$ cat config.mk
export PLATFORM = sky130hd
export DESIGN_NAME = cv32e40p_rr_arbiter
export DESIGN_NICKNAME = d
export VERILOG_FILES = /design/src/rtl/cv32e40p_rr_arbiter.sv
export SDC_FILE = /design/constraint.sdc
export NUM_CORES = 1
export LEC_CHECK = 0
export CORE_MARGIN = 3
export CORE_UTILIZATION = 35
export CTS_BUF_LIST = sky130_fd_sc_hd__clkbuf_4
export DETAILED_ROUTE_END_ITERATION = 10
export RECOVER_POWER = 50
export SYNTH_ARGS = -nofsm -noshare
export SYNTH_HDL_FRONTEND = slang
export SYNTH_SLANG_ARGS = --single-unit
$ cat constraint.sdc
create_clock -name clk -period 4.83 [get_ports clk]
set_input_delay 0.966 -clock clk [delete_from_list [all_inputs] [get_ports clk]]
set_output_delay 0.966 -clock clk [all_outputs]
set_load 0.005 [all_outputs]
$ cat src/rtl/cv32e40p_rr_arbiter.sv
// Round-robin arbiter with registered one-hot grant and valid/ready handshake.
// Optional grant lock across handshakes: define CV32E40P_RR_ARB_LOCK_EN.

module cv32e40p_ff_one #(
  parameter int LEN = 32
) (
  input  logic [LEN-1:0]         in_i,
  output logic [$clog2(LEN)-1:0] first_one_o,
  output logic                   no_ones_o
);
  localparam int W = $clog2(LEN);

  // Scan downwards so the lowest set bit is the last one written.
  always_comb begin
    first_one_o = '0;
    no_ones_o   = 1'b1;
    for (int i = LEN - 1; i >= 0; i--) begin
      if (in_i[i]) begin
        first_one_o = W'(i);
        no_ones_o   = 1'b0;
      end
    end
  end
endmodule

module cv32e40p_rr_arbiter #(
  parameter int NUM_REQ = 8,
  localparam int IDX_W = $clog2(NUM_REQ)
) (
  input  logic               clk,
  input  logic               rst_n,
  input  logic [NUM_REQ-1:0] req_i,
  input  logic               ready_i,
`ifdef CV32E40P_RR_ARB_LOCK_EN
  input  logic               lock_i,
`endif
  output logic               valid_o,
  output logic [NUM_REQ-1:0] gnt_o,
  output logic [IDX_W-1:0]   gnt_idx_o
);
  typedef enum logic {IDLE, GRANT} state_t;

  state_t             state_q, state_d;
  logic [IDX_W-1:0]   ptr_q, ptr_d;
  logic [IDX_W-1:0]   idx_q, idx_d;
  logic               init_q;
  logic               lock;
  logic [NUM_REQ-1:0] others;
  logic [NUM_REQ-1:0] srch;
  logic [NUM_REQ-1:0] mask;
  logic [IDX_W-1:0]   base;
  logic [IDX_W-1:0]   win_m, win_u, win;
  logic               none_m, none_u;

`ifdef CV32E40P_RR_ARB_LOCK_EN
  assign lock = lock_i;
`else
  assign lock = 1'b0;
`endif

  // While granting, the next winner is searched from the current grant.
  assign others = req_i & ~(NUM_REQ'(1) << idx_q);
  assign srch   = (state_q == GRANT) ? others : req_i;
  assign base   = (state_q == GRANT) ? idx_q : ptr_q;

  always_comb begin
    mask = '0;
    for (int i = 0; i < NUM_REQ; i++) begin
      mask[i] = (i > int'(base));
    end
  end

  cv32e40p_ff_one #(.LEN(NUM_REQ)) u_ff_masked (
    .in_i        (srch & mask),
    .first_one_o (win_m),
    .no_ones_o   (none_m)
  );

  cv32e40p_ff_one #(.LEN(NUM_REQ)) u_ff_unmasked (
    .in_i        (srch),
    .first_one_o (win_u),
    .no_ones_o   (none_u)
  );

  assign win = none_m ? win_u : win_m;

  always_comb begin
    state_d = state_q;
    ptr_d   = ptr_q;
    idx_d   = idx_q;
    unique case (state_q)
      IDLE: begin
        if (init_q && !none_u) begin
          state_d = GRANT;
          idx_d   = win;
        end
      end
      GRANT: begin
        if (!req_i[idx_q]) begin
          state_d = IDLE;
        end else if (ready_i && !lock) begin
          ptr_d = idx_q;
          if (|others) begin
            idx_d = win;
          end else begin
            state_d = IDLE;
          end
        end
      end
    endcase
  end

  // init_q delays the first grant to the second edge after reset release.
  always_ff @(posedge clk or negedge rst_n) begin
    if (!rst_n) begin
      state_q <= IDLE;
      ptr_q   <= IDX_W'(NUM_REQ - 1);
      idx_q   <= '0;
      init_q  <= 1'b0;
    end else begin
      state_q <= state_d;
      ptr_q   <= ptr_d;
      idx_q   <= idx_d;
      init_q  <= 1'b1;
    end
  end

  assign valid_o   = (state_q == GRANT);
  assign gnt_o     = valid_o ? (NUM_REQ'(1) << idx_q) : '0;
  assign gnt_idx_o = valid_o ? idx_q : '0;
endmodule
==> impl_results.md <==
- Clock latency on the worst-skew pair: 0.26 ns
- Top post-synthesis cells by area: dfrtp_1 13%, dfstp_2 7.9%, mux2i_1 6.0%
- Seq/Total Area, Yosys: 20.48%
- Slowest stage cell, crit path: dfrtp_1
- First-pass GRT wire length: 4905 µm
- Largest net degree at the start of global routing: 24
- Post-DRT Antenna Nets: 0
- Top delay family on crit path: buffers and inverters
- Worst hold margin: 0.5162 ns
- Post-synth top flop: dfrtp_1
- Num CTS Buffers: 3
- Number of distinct library cells after synthesis: 43
- DRT Wirelength: 2874 µm
- Yosys reg bits: 8
- FF-to-FF Start: valid_o
- Ratio of cells with drive above 1 in the final layout: 12.86%
- CP max FO: 23
- Ys Warns: 0
- Final setup violation count: 0
- Reg-to-Reg End: idx_q[0]
- Via density: 6.347
- Mapped Cells: 124
- P per Cell Area: 591.9 nW/µm²
- Slew Viols, Final: 0
- Post-route DRC: 0
- IO Pins: 23
- FMAX: 302.7 MHz
- Worst-path clk slew: 0.06 ns
- CP Class: register to primary output
- Cell Chain, Critical Path: inv_1 > nor4_1 > clkdlybuf4s50_1
- Yosys top cell by area: dfrtp_1
- Antenna violations before repair: 0
- Filler instances: 257
- Placer Congestion: 0.8443
- Most frequent cells after synthesis: 11 x inv_1, 11 x nand2_1, 10 x nor2_1
- Drt first pass iters: 4
- EDFF count, synth: 0
- Starting Density: 38.45%
- Fin crit share: 68.39%
- Max VDD drop: 0.3729 mV
- CP Launch Type: register
- Critical Path Sink Type: primary output
- Clk_skew: 0.009974 ns
- CP peak stage delay: 0.82 ns
- Total clock sinks: 8
- Post-CTS Hold Fix Bufs: 0
- Slew at the pin closest to its max-slew limit: 0.7343 ns
- Via Count: 1079
- Die W: 59.35 µm
- Hold path start: ptr_q[0]
- Port bufs: 22
- Final worst path period need: 3.303 ns
- Min-Delay Endpoint: ptr_q[0]
- Status: complete, no violations
- CP Buf/Inv Count: 2
- GRT overflow: 0
- CTS resizes: 0
- Root buf cell: clkbuf_4
- Max-cap violations: 0
- Die Span Y: 59.35 µm
- DR iter-0 viols: 45
- Ys async rst share: 100.0%
- Mapped Nets: 135
- H-tree level count: 1
- Layout net count: 152
- Unrepaired setup endpoints after global routing: false
- Core Area: 2590 µm²
- Post-CTS setup buffers: 0
- Mapped Avg Cell Area: 8.032 µm²
- Vias in the first global route: 1043
- Worst relative slew slack: 51.05%
- Worst Path Arrival: 2.34 ns
- Critical Path RT: 3.86 ns
- Die Area: 3522 µm²
- Hold Path Class: register to register
- Area delta synth->final: 23.49%
- Multi-input logic area: 696.9 µm²
- Worst R2R Path Depth: 6
- Max clock buf depth: 2
- Final-report hold violation count: 0
- Hold path depth: 2
- Leak: 0.4961 nW
- Hpwl dp: 2101 µm
- Worst reg2reg setup slack: 2.30 ns
- Reg area: 203.9 µm²
- CTS tree: built
- Post-Syn Area: 996.0 µm²
- Final TNS setup: 0 ns
- Row cnt: 18
- Global-route usage over all layers: 17.83%
- Wire per inst: 16.91 µm
- Synth top area share: 12.56%
- Ant diodes: 0
-- routing by layer --
metal	track usage (%)	vias to the layer above	share of wire [%]
met5	0	-	0
met4	4.531	0	0.35
met3	3.704	2	5.0
met2	27.46	37	48
met1	25.23	535	47
li1	-	505	-
-- cell usage in the layout (no fill, tap or decap), types with 2 or more instances in the layout --
cell type and instances:
and2_1 3, nand3_1 2, dfstp_2 3, dfrtp_1 5, a31oi_1 8, a41oi_1 2, o32a_1 3, nor2_1 10
mux2i_1 6, dlygate4sd3_1 3, o211ai_1 2, nand2_1 11, clkbuf_4 4, o21ai_0 6, inv_1 11, a31o_2 2
o22ai_1 3, nor3b_1 2, a21o_1 2, o32ai_1 2, a21oi_1 3, mux4_2 2, mux2_2 3, nor4_1 4
clkdlybuf4s50_1 19, nand4_1 2
-- state kept, by name (all words and copies together) (netlist names) --
name     flops
init_q       1
valid_o      1
ptr_q        3
idx_q        3
-- report_power, final --
part	total [W]	internal [W]	switching (W)
Clock	0.0000619	0.0000373	0.0000245
Combinational	0.000456	0.000225	0.000230
Sequential	0.000210	0.000104	0.000106
-- stage by stage --
step | power, W | instance area [µm²] | std cells | utilization, % | setup slack [ns]
5_1_grt | 0.0007967 | 1230 | 170 | 47.49 | 1.383
3_5_place_dp | 0.0006618 | 1200 | 166 | 46.33 | 1.736
3_3_place_gp | 0.0006630 | 1200 | 166 | 46.33 | 1.810
6_report | 0.0007280 | 1230 | 170 | 47.49 | 1.527
4_1_cts | 0.0007284 | 1230 | 170 | 47.49 | 1.534
2_1_floorplan | 0.0005293 | 996.0 | 124 | - | 2.405
-- tightest hold or removal path: cells and delay by family, from the launching register on --
| kind | cells | cell delay, ns |
|---|---|---|
| AOI/OAI and AO/OA | 1 | 0.08 |
| buffers and inverters | 1 | 0.06 |
| DFF | 1 | 0.36 |
-- how the worst max path moves through the flow --
stage,depth (start not counted),startpoint,end
global route,3,idx_q[2],gnt_o[6]
floorplan,5,req_i[1],idx_q[2]
CTS,3,idx_q[2],gnt_o[6]
finish,3,idx_q[2],gnt_o[6]
global placement,7,req_i[1],idx_q[0]
detailed placement,7,req_i[1],idx_q[0]
-- kinds of logic after synthesis --
group                  after synthesis  share of synthesized area (%)
flip-flops                           8                          20.48
AO/OA/AOI/OAI                       43                          34.68
multiplexers                        12                          15.45
buffers and inverters               21                          9.548
AND/OR/NAND/NOR                     39                          19.47
other                                1                         0.3765
-- layout make-up --
class | instances | share of cell area (%)
Timing Repair Buffer | 22 | 17.90
Inverter | 11 | 3.357
Tap cell | 30 | 3.052
Clock buffer | 4 | 2.442
Sequential cell | 8 | 16.58
Multi-Input combinational cell | 95 | 56.66
(Power assumes the default switching activity.)
